$ cat config.mk
export PLATFORM = sky130hd
export DESIGN_NAME = huffman_bitpacker_flat
export DESIGN_NICKNAME = d
export VERILOG_FILES = /design/src/rtl/huffman_pkg.sv /design/src/rtl/huffman_bitpacker_if.sv /design/src/rtl/huff_code_lut.sv /design/src/rtl/huffman_bitpacker.sv /design/src/flat_wrapper.sv
export SDC_FILE = /design/constraint.sdc
export NUM_CORES = 1
export LEC_CHECK = 0
export BUFFER_PORTS_ARGS = -buffer_cell sky130_fd_sc_hd__buf_2
export CAP_MARGIN = 0
export CORE_UTILIZATION = 35
export DETAILED_ROUTE_END_ITERATION = 10
export GPL_TIMING_DRIVEN = 0
export SLEW_MARGIN = 25
export SYNTH_ARGS = -nofsm -noshare
export SYNTH_HDL_FRONTEND = slang
export SYNTH_SLANG_ARGS = --single-unit
$ cat constraint.sdc
create_clock -name clk -period 4.3 [get_ports clk]
set_clock_uncertainty 0.15 [all_clocks]
set_input_delay 0.43 -clock clk [delete_from_list [all_inputs] [get_ports clk]]
set_output_delay 0.43 -clock clk [all_outputs]
set_load 0.03 [all_outputs]
$ cat src/rtl/huffman_pkg.sv
// Shared definitions for the Huffman bit packer slice.
//   NUM_SYM / SYM_MIN / SYM_MAX : legal gray symbol range and codebook size
//   OUT_W / BUF_W               : output byte width and bit accumulator width
//   code_t / len_t              : code word and code length types
//   state_t + St* constants     : packer FSM encoding
//   popcount8()                 : code length from a contiguous LSB mask
package huffman_pkg;

    localparam int unsigned NUM_SYM = 6;
    localparam int unsigned SYM_MIN = 1;
    localparam int unsigned SYM_MAX = 6;
    localparam int unsigned OUT_W   = 8;
    localparam int unsigned BUF_W   = 16;  // must stay >= 2*OUT_W

    typedef logic [7:0] code_t;
    typedef logic [3:0] len_t;

    typedef logic [1:0] state_t;
    localparam state_t StIdle  = 2'd0;
    localparam state_t StRun   = 2'd1;
    localparam state_t StFlush = 2'd2;
    localparam state_t StDone  = 2'd3;

    function automatic len_t popcount8(input code_t v);
        len_t c;
        c = '0;
        for (int i = 0; i < 8; i++) begin
            c = c + len_t'(v[i]);
        end
        return c;
    endfunction

endpackage

$ cat src/rtl/huffman_bitpacker_if.sv
// Handshake bundle for the Huffman bit packer.
//   codebook : code_valid, HC1..HC6 (code bits), M1..M6 (length masks)
//   symbols  : sym_valid / sym_data / sym_last in, sym_ready out
//   bytes    : out_valid / out_data / out_last out, out_ready in
//   status   : sym_err (sticky), done (pulse), total_bits (HUFF_BITCNT_EN only)
// Modport slave is the packer, master is the producer/consumer side.
interface huffman_bitpacker_if;
    import huffman_pkg::*;

    logic        code_valid;
    code_t       HC1, HC2, HC3, HC4, HC5, HC6;
    code_t       M1, M2, M3, M4, M5, M6;
    logic        sym_valid;
    logic [7:0]  sym_data;
    logic        sym_last;
    logic        sym_ready;
    logic        out_valid;
    logic [7:0]  out_data;
    logic        out_last;
    logic        out_ready;
    logic        sym_err;
    logic        done;
`ifdef HUFF_BITCNT_EN
    logic [15:0] total_bits;
`endif

    modport slave (
        input  code_valid, HC1, HC2, HC3, HC4, HC5, HC6, M1, M2, M3, M4, M5, M6,
        input  sym_valid, sym_data, sym_last, out_ready,
        output sym_ready, out_valid, out_data, out_last, sym_err, done
`ifdef HUFF_BITCNT_EN
        , output total_bits
`endif
    );

    modport master (
        output code_valid, HC1, HC2, HC3, HC4, HC5, HC6, M1, M2, M3, M4, M5, M6,
        output sym_valid, sym_data, sym_last, out_ready,
        input  sym_ready, out_valid, out_data, out_last, sym_err, done
`ifdef HUFF_BITCNT_EN
        , input total_bits
`endif
    );

endinterface

$ cat src/rtl/huff_code_lut.sv
// Codebook store: registers code = HC & M and len = popcount(M) for all six
// symbols when load_i is high, and looks up {code, len} for sym_i.
//   clk, reset : clock, synchronous active-high reset (clears the codebook)
//   load_i     : capture hc_i / mask_i (entry 0 = symbol 1)
//   sym_i      : gray symbol to look up
//   code_o     : right-aligned code bits (0 for illegal symbols)
//   len_o      : code length (0 for illegal symbols)
//   illegal_o  : sym_i outside SYM_MIN..SYM_MAX
module huff_code_lut
    import huffman_pkg::*;
(
    input  logic                      clk,
    input  logic                      reset,
    input  logic                      load_i,
    input  logic [NUM_SYM-1:0][7:0]   hc_i,
    input  logic [NUM_SYM-1:0][7:0]   mask_i,
    input  logic [7:0]                sym_i,
    output code_t                     code_o,
    output len_t                      len_o,
    output logic                      illegal_o
);

    logic [NUM_SYM-1:0][7:0] code_q, code_d;
    logic [NUM_SYM-1:0][3:0] len_q, len_d;

    always_comb begin
        code_d = code_q;
        len_d  = len_q;
        if (load_i) begin
            for (int n = 0; n < NUM_SYM; n++) begin
                code_d[n] = hc_i[n] & mask_i[n];
                len_d[n]  = popcount8(mask_i[n]);
            end
        end
    end

    always_ff @(posedge clk) begin
        if (reset) begin
            code_q <= '0;
            len_q  <= '0;
        end else begin
            code_q <= code_d;
            len_q  <= len_d;
        end
    end

    always_comb begin
        code_o    = '0;
        len_o     = '0;
        illegal_o = 1'b1;
        if (sym_i >= 8'(SYM_MIN) && sym_i <= 8'(SYM_MAX)) begin
            illegal_o = 1'b0;
            code_o    = code_q[3'(sym_i - 8'(SYM_MIN))];
            len_o     = len_q[3'(sym_i - 8'(SYM_MIN))];
        end
    end

endmodule

$ cat src/rtl/huffman_bitpacker.sv
// Huffman bit packer: latches the codebook on code_valid, maps gray symbols
// to variable-length codes and packs them MSB-first into bytes under a
// valid/ready handshake; the final byte is zero-padded and tagged out_last.
//   clk, reset : clock, synchronous active-high reset
//   bus        : huffman_bitpacker_if.slave (codebook, symbol and byte streams)
// Optional: define HUFF_BITCNT_EN to add bus.total_bits, a saturating count
// of code bits appended since the last codebook load.
module huffman_bitpacker
    import huffman_pkg::*;
(
    input  logic               clk,
    input  logic               reset,
    huffman_bitpacker_if.slave bus
);

    state_t             state_q, state_d;
    logic [BUF_W-1:0]   acc_q, acc_d;      // left-aligned: oldest bit at MSB
    logic [4:0]         bitcnt_q, bitcnt_d;
    logic               out_valid_q, out_valid_d;
    logic [OUT_W-1:0]   out_data_q, out_data_d;
    logic               out_last_q, out_last_d;
    logic               sym_err_q, sym_err_d;

    logic               lut_load, lut_illegal;
    code_t              lut_code;
    len_t               lut_len;
    logic               sym_ready, accept, slot_free;
    logic [BUF_W-1:0]   code_left;

    assign lut_load = (state_q == StIdle) && bus.code_valid;

    huff_code_lut u_lut (
        .clk       (clk),
        .reset     (reset),
        .load_i    (lut_load),
        .hc_i      ({bus.HC6, bus.HC5, bus.HC4, bus.HC3, bus.HC2, bus.HC1}),
        .mask_i    ({bus.M6, bus.M5, bus.M4, bus.M3, bus.M2, bus.M1}),
        .sym_i     (bus.sym_data),
        .code_o    (lut_code),
        .len_o     (lut_len),
        .illegal_o (lut_illegal)
    );

    assign sym_ready = (state_q == StRun) && (bitcnt_q < 5'(OUT_W));
    assign accept    = bus.sym_valid && sym_ready;
    assign slot_free = !out_valid_q || bus.out_ready;

    always_comb begin
        state_d     = state_q;
        acc_d       = acc_q;
        bitcnt_d    = bitcnt_q;
        out_valid_d = out_valid_q;
        out_data_d  = out_data_q;
        out_last_d  = out_last_q;
        sym_err_d   = sym_err_q;
        // Code moved to the top of the buffer; illegal symbols have len 0, code 0.
        code_left   = {lut_code, 8'h00} << (4'd8 - lut_len);

        if (out_valid_q && bus.out_ready) begin
            out_valid_d = 1'b0;
            out_last_d  = 1'b0;
        end

        case (state_q)
            StIdle: begin
                if (lut_load) begin
                    state_d = StRun;
                end
            end
            StRun: begin
                if (slot_free && bitcnt_q >= 5'(OUT_W)) begin
                    out_data_d  = acc_q[BUF_W-1 -: OUT_W];
                    out_valid_d = 1'b1;
                    out_last_d  = 1'b0;
                    acc_d       = acc_q << OUT_W;
                    bitcnt_d    = bitcnt_q - 5'(OUT_W);
                end
                // Append after any shift so a same-cycle emit cannot lose bits.
                if (accept) begin
                    acc_d     = acc_d | (code_left >> bitcnt_d);
                    bitcnt_d  = bitcnt_d + 5'(lut_len);
                    sym_err_d = sym_err_q | lut_illegal;
                    if (bus.sym_last) begin
                        state_d = StFlush;
                    end
                end
            end
            StFlush: begin
                if (out_valid_q && out_last_q) begin
                    if (bus.out_ready) begin
                        state_d = StDone;
                    end
                end else if (slot_free) begin
                    out_data_d  = acc_q[BUF_W-1 -: OUT_W];
                    out_valid_d = 1'b1;
                    if (bitcnt_q >= 5'(OUT_W)) begin
                        out_last_d = (bitcnt_q == 5'(OUT_W));
                        acc_d      = acc_q << OUT_W;
                        bitcnt_d   = bitcnt_q - 5'(OUT_W);
                    end else begin
                        // Bits below bitcnt are already zero, so this is the pad.
                        out_last_d = 1'b1;
                        acc_d      = '0;
                        bitcnt_d   = '0;
                    end
                end
            end
            StDone: begin
                state_d = StIdle;
            end
            default: begin
                state_d = StIdle;
            end
        endcase
    end

    always_ff @(posedge clk) begin
        if (reset) begin
            state_q     <= StIdle;
            acc_q       <= '0;
            bitcnt_q    <= '0;
            out_valid_q <= 1'b0;
            out_data_q  <= '0;
            out_last_q  <= 1'b0;
            sym_err_q   <= 1'b0;
        end else begin
            state_q     <= state_d;
            acc_q       <= acc_d;
            bitcnt_q    <= bitcnt_d;
            out_valid_q <= out_valid_d;
            out_data_q  <= out_data_d;
            out_last_q  <= out_last_d;
            sym_err_q   <= sym_err_d;
        end
    end

    assign bus.sym_ready = sym_ready;
    assign bus.out_valid = out_valid_q;
    assign bus.out_data  = out_data_q;
    assign bus.out_last  = out_last_q;
    assign bus.sym_err   = sym_err_q;
    assign bus.done      = (state_q == StDone);

`ifdef HUFF_BITCNT_EN
    logic [15:0] total_q, total_d;
    logic [16:0] total_sum;

    always_comb begin
        total_sum = {1'b0, total_q} + 17'(lut_len);
        total_d   = total_q;
        if (lut_load) begin
            total_d = '0;
        end else if (accept) begin
            total_d = total_sum[16] ? 16'hFFFF : total_sum[15:0];
        end
    end

    always_ff @(posedge clk) begin
        if (reset) begin
            total_q <= '0;
        end else begin
            total_q <= total_d;
        end
    end

    assign bus.total_bits = total_q;
`endif

endmodule

$ cat src/flat_wrapper.sv
// flat-port wrapper written by rule: the top's interface ports become plain ports
module huffman_bitpacker_flat import huffman_pkg::*;
  (clk, reset, bus_code_valid, bus_HC1, bus_HC2, bus_HC3, bus_HC4, bus_HC5, bus_HC6, bus_M1, bus_M2, bus_M3, bus_M4, bus_M5, bus_M6, bus_sym_valid, bus_sym_data, bus_sym_last, bus_out_ready, bus_sym_ready, bus_out_valid, bus_out_data, bus_out_last, bus_sym_err, bus_done);
  huffman_bitpacker_if bus_i ();
  input  logic clk;
  input  logic reset;
  input wire logic [$bits(bus_i.code_valid)-1:0] bus_code_valid;
  input wire logic [$bits(bus_i.HC1)-1:0] bus_HC1;
  input wire logic [$bits(bus_i.HC2)-1:0] bus_HC2;
  input wire logic [$bits(bus_i.HC3)-1:0] bus_HC3;
  input wire logic [$bits(bus_i.HC4)-1:0] bus_HC4;
  input wire logic [$bits(bus_i.HC5)-1:0] bus_HC5;
  input wire logic [$bits(bus_i.HC6)-1:0] bus_HC6;
  input wire logic [$bits(bus_i.M1)-1:0] bus_M1;
  input wire logic [$bits(bus_i.M2)-1:0] bus_M2;
  input wire logic [$bits(bus_i.M3)-1:0] bus_M3;
  input wire logic [$bits(bus_i.M4)-1:0] bus_M4;
  input wire logic [$bits(bus_i.M5)-1:0] bus_M5;
  input wire logic [$bits(bus_i.M6)-1:0] bus_M6;
  input wire logic [$bits(bus_i.sym_valid)-1:0] bus_sym_valid;
  input wire logic [$bits(bus_i.sym_data)-1:0] bus_sym_data;
  input wire logic [$bits(bus_i.sym_last)-1:0] bus_sym_last;
  input wire logic [$bits(bus_i.out_ready)-1:0] bus_out_ready;
  output wire logic [$bits(bus_i.sym_ready)-1:0] bus_sym_ready;
  output wire logic [$bits(bus_i.out_valid)-1:0] bus_out_valid;
  output wire logic [$bits(bus_i.out_data)-1:0] bus_out_data;
  output wire logic [$bits(bus_i.out_last)-1:0] bus_out_last;
  output wire logic [$bits(bus_i.sym_err)-1:0] bus_sym_err;
  output wire logic [$bits(bus_i.done)-1:0] bus_done;
  assign bus_i.code_valid = bus_code_valid;
  assign bus_i.HC1 = bus_HC1;
  assign bus_i.HC2 = bus_HC2;
  assign bus_i.HC3 = bus_HC3;
  assign bus_i.HC4 = bus_HC4;
  assign bus_i.HC5 = bus_HC5;
  assign bus_i.HC6 = bus_HC6;
  assign bus_i.M1 = bus_M1;
  assign bus_i.M2 = bus_M2;
  assign bus_i.M3 = bus_M3;
  assign bus_i.M4 = bus_M4;
  assign bus_i.M5 = bus_M5;
  assign bus_i.M6 = bus_M6;
  assign bus_i.sym_valid = bus_sym_valid;
  assign bus_i.sym_data = bus_sym_data;
  assign bus_i.sym_last = bus_sym_last;
  assign bus_i.out_ready = bus_out_ready;
  assign bus_sym_ready = bus_i.sym_ready;
  assign bus_out_valid = bus_i.out_valid;
  assign bus_out_data = bus_i.out_data;
  assign bus_out_last = bus_i.out_last;
  assign bus_sym_err = bus_i.sym_err;
  assign bus_done = bus_i.done;
  huffman_bitpacker u_core (.clk(clk), .reset(reset), .bus(bus_i));
endmodule
==> summary.txt <==
Run status
  – Status: finished clean

Logic synthesis
  – Sequential-to-total area share from yosys stat: 29.5%
  – Mapped Avg Cell Area: 8.06 µm²
  – Synth Net Count: 1060
  – Number of flops mapped to enable cells by yosys: 0
  – Distinct cells, synth: 79
  – Top cells by area, synth: dfxtp_1 29%, fa_1 6.9%, a21oi_1 6.7%
  – Register bit total from synthesis: 106
  – Top cells by count, synth: 126 x nand2_1, 106 x dfxtp_1, 97 x a21oi_1, 76 x inv_1, 74 x nand3_1
  – Synth top area share: 29.5%
  – Asr flop ratio synth: 0%
  – Cell area after synthesis: 7200 µm²
  – Top-count cell post-synth: nand2_1
  – Area leader, netlist: dfxtp_1
  – Post-synth top flop: dfxtp_1
  – Cells after Synth: 893
  – YS warnings: 0

STA
  – Max-slew violation count: 0
  – Ratio of final minimum period to clock period: 95.9%
  – Unrepaired setup endpoints after global routing: no
  – Hold Slack: 170 ps
  – Final setup violation count: 0
  – Fin. Hold Viols: 0
  – Slew HR: 43.0%
  – Max Fclk: 0.243 GHz
  – Worst-margin pin slew: 849 ps
  – Final min period: 4120 ps

Drt
  – DRC: 0
  – TritonRoute pass-1 iters: 5
  – DR WL/cell: 17.1 µm
  – Via count: 7002
  – Routed WL: 22400 µm
  – Vias per inst: 5.37
  – Antenna-violating nets left: 0
  – Starting DRT DRC Count: 446

Worst setup path
  – CP max stage cell: or4_4
  – Setup crit end kind: flip-flop
  – RR Endpoint: u_core.acc_q[12]
  – R2R Setup Slk: 440 ps
  – Cell mode on critical path: buf_4
  – Crit start category: input pin
  – R2R cell count: 11
  – R2R Path Start: u_core.bitcnt_q[0]
  – Cell family with most CP delay: simple AND/OR/NAND/NOR gates
  – Crit path cell chain: buf_4 -> buf_12 -> buf_16 -> clkinvlp_4 -> ha_4 -> xor2_1 -> buf_4 -> buf_4 -> nor3_2 -> a21o_1 -> nand2_1 -> ha_4 -> or4_4 -> o2111ai_4 -> mux2_1 -> and2_1 -> o221ai_2 -> a31oi_2 -> o41ai_2
  – Worst Path Buf+Inv: 6
  – CP max stage delay: 540 ps
  – Critical Path RT: 4420 ps
  – Critical path peak fanout: 10
  – Critical Path AT: 4240 ps
  – Setup Crit Path Kind: input pin to flip-flop

Clock tree
  – Deepest clock path buffer count: 2
  – CTS Sinks: 106
  – CTS H-tree depth: 3
  – Hold-fix buffer count after cts: 0
  – Worst-path clk slew: 80 ps
  – CTS buffer count: 9
  – CTS tree: yes
  – Root Buffer: clkbuf_16
  – Clk_lat worst skew: 370 ps

Floorplan
  – Core ar.: 20200 µm²
  – Num ports: 123
  – Rows: 52
  – Die area: 21200 µm²
  – Vert. Die Dim: 145 µm
  – Die width: 145 µm
  – Initial core utilization: 35.6%

Global route
  – Largest net degree at the start of global routing: 20
  – Total GRT Usage: 21.8%
  – Initial antenna violation count: 0
  – First-pass GRT wire length: 36400 µm
  – Vias in the first global route: 6930
  – Total gr overflow: 0

Final layout
  – Design Area, Final: 8640 µm²
  – Nets: 1197
  – Final-layout fill cell count: 2097
  – Syn-to-layout area delta: 20.0%
  – # diodes: 0
  – Fraction of final layout cells sized beyond drive strength 1: 18.8%

Hold path
  – Worst hold path stage count: 3
  – Hold Path Class: input pin to flip-flop
  – Hold_sp: bus_HC2[3]
  – Hold worst-path end: u_core.u_lut.code_q[11]

Placed design
  – Final HPWL DP: 17600 µm
  – Dpl cell area: 8160 µm²
  – PortBufs: 121
  – Routability cong.: 0.906

Power
  – Pwr dens: 445 nW/µm²
  – Pleak: 3.56 nW
  – Maximum VDD drop: 0.241 mV

Flow run
  – Max Cap Viol: 0
==> metal layers <==
| metal | track usage [%] | up-vias | share of wire [%] |
|---|---|---|---|
| met5 | 0 | - | 0 |
| li1 | - | 3442 | - |
| met2 | 38.0 | 239 | 49 |
| met4 | 6.79 | 0 | 2.3 |
| met1 | 27.2 | 3281 | 43 |
| met3 | 3.98 | 40 | 5.3 |
==> state kept, by name (all words and copies together) (netlist names) <==
| signal | flops |
|---|---|
| u_core.acc_q | 16 |
| u_core.bitcnt_q | 5 |
| u_core.bus.out_data | 8 |
| u_core.bus.out_last | 1 |
| u_core.bus.out_valid | 1 |
| u_core.bus.sym_err | 1 |
| u_core.state_q | 2 |
| u_core.u_lut.code_q | 48 |
| u_core.u_lut.len_q | 24 |
==> what timing repair did <==
item | 4_1_cts | 5_1_grt
endpoints found under the hold margin | 0 | 0
resized for setup | 14 | 10
setup endpoints to repair | 16 | 16
pin swaps | 2 | 2
buffers inserted | 6 | 1
==> worst reg2reg max path: cells and delay by family (launching register included) <==
kind                   cells  cell delay, ps
XOR/XNOR                   1             310
buffers and inverters      2             370
flip-flops                 1             310
AND/OR/NAND/NOR            6            2240
AO/OA/AOI/OAI              2             410
==> worst max path at each step <==
stage,cells past startpoint,slack [ps],startpoint,to
after floorplan,19,20,bus_sym_data[0],u_core.acc_q[8]
after global placement,19,-1000,bus_sym_data[0],u_core.acc_q[3]
after detailed placement,19,-1000,bus_sym_data[0],u_core.acc_q[3]
after CTS,19,40,bus_sym_data[0],u_core.acc_q[8]
after global routing,20,0.3,bus_sym_data[0],u_core.acc_q[12]
final,19,180,bus_sym_data[0],u_core.acc_q[8]
==> per-stage QoR <==
step | std cells | total power [mW] | setup WS, ps | util, % | setup TNS (ps)
final | 1305 | 3.85 | 178 | 42.7 | 0
after global routing | 1305 | 4.13 | 0.347 | 42.7 | 0
after CTS | 1304 | 3.85 | 41.7 | 42.4 | 0
after detailed placement | 1284 | 2.95 | -1000 | 40.3 | -13560
after global placement | 1284 | 2.94 | -996 | 40.3 | -13510
after floorplan | 893 | 2.42 | 18.7 | - | 0
==> cells in the final DEF (no fill, tap or decap), types with 30 or more instances in the layout <==
| cell | n |
|---|---|
| nand2_1 | 124 |
| ha_1 | 30 |
| nand3_1 | 74 |
| inv_1 | 74 |
| a21oi_1 | 97 |
| buf_2 | 126 |
| nor2_1 | 49 |
| clkbuf_1 | 32 |
| dfxtp_1 | 106 |
==> final cells by class <==
cell class                 count  area, µm²  share of cell area (%)
buffer                        49        243                    2.81
clock buffer                  10        229                    2.65
clock inverter                 6       86.3                   0.999
inverter                      79        304                    3.52
multi-input combinational    657       4660                    53.9
sequential                   106       2120                    24.6
tap                          270        338                    3.91
timing repair buffer         128        661                    7.65
==> cells by family after synthesis <==
group,synth area share (%)
buffers and inverters,7.40
adder cells (fa/ha/maj),12.5
multiplexers,8.22
flip-flops,29.5
XOR/XNOR,1.69
AND/OR/NAND/NOR,20.4
AO/OA/AOI/OAI,20.4
==> power breakdown <==
group	internal [mW]	leakage (nW)	total, mW	switching, mW
clock network	0.468	0.153	0.879	0.411
registers	1.12	0.862	1.20	0.0869
logic	0.617	2.54	1.77	1.15
No activity file was read; power rests on OpenSTA's default activity.
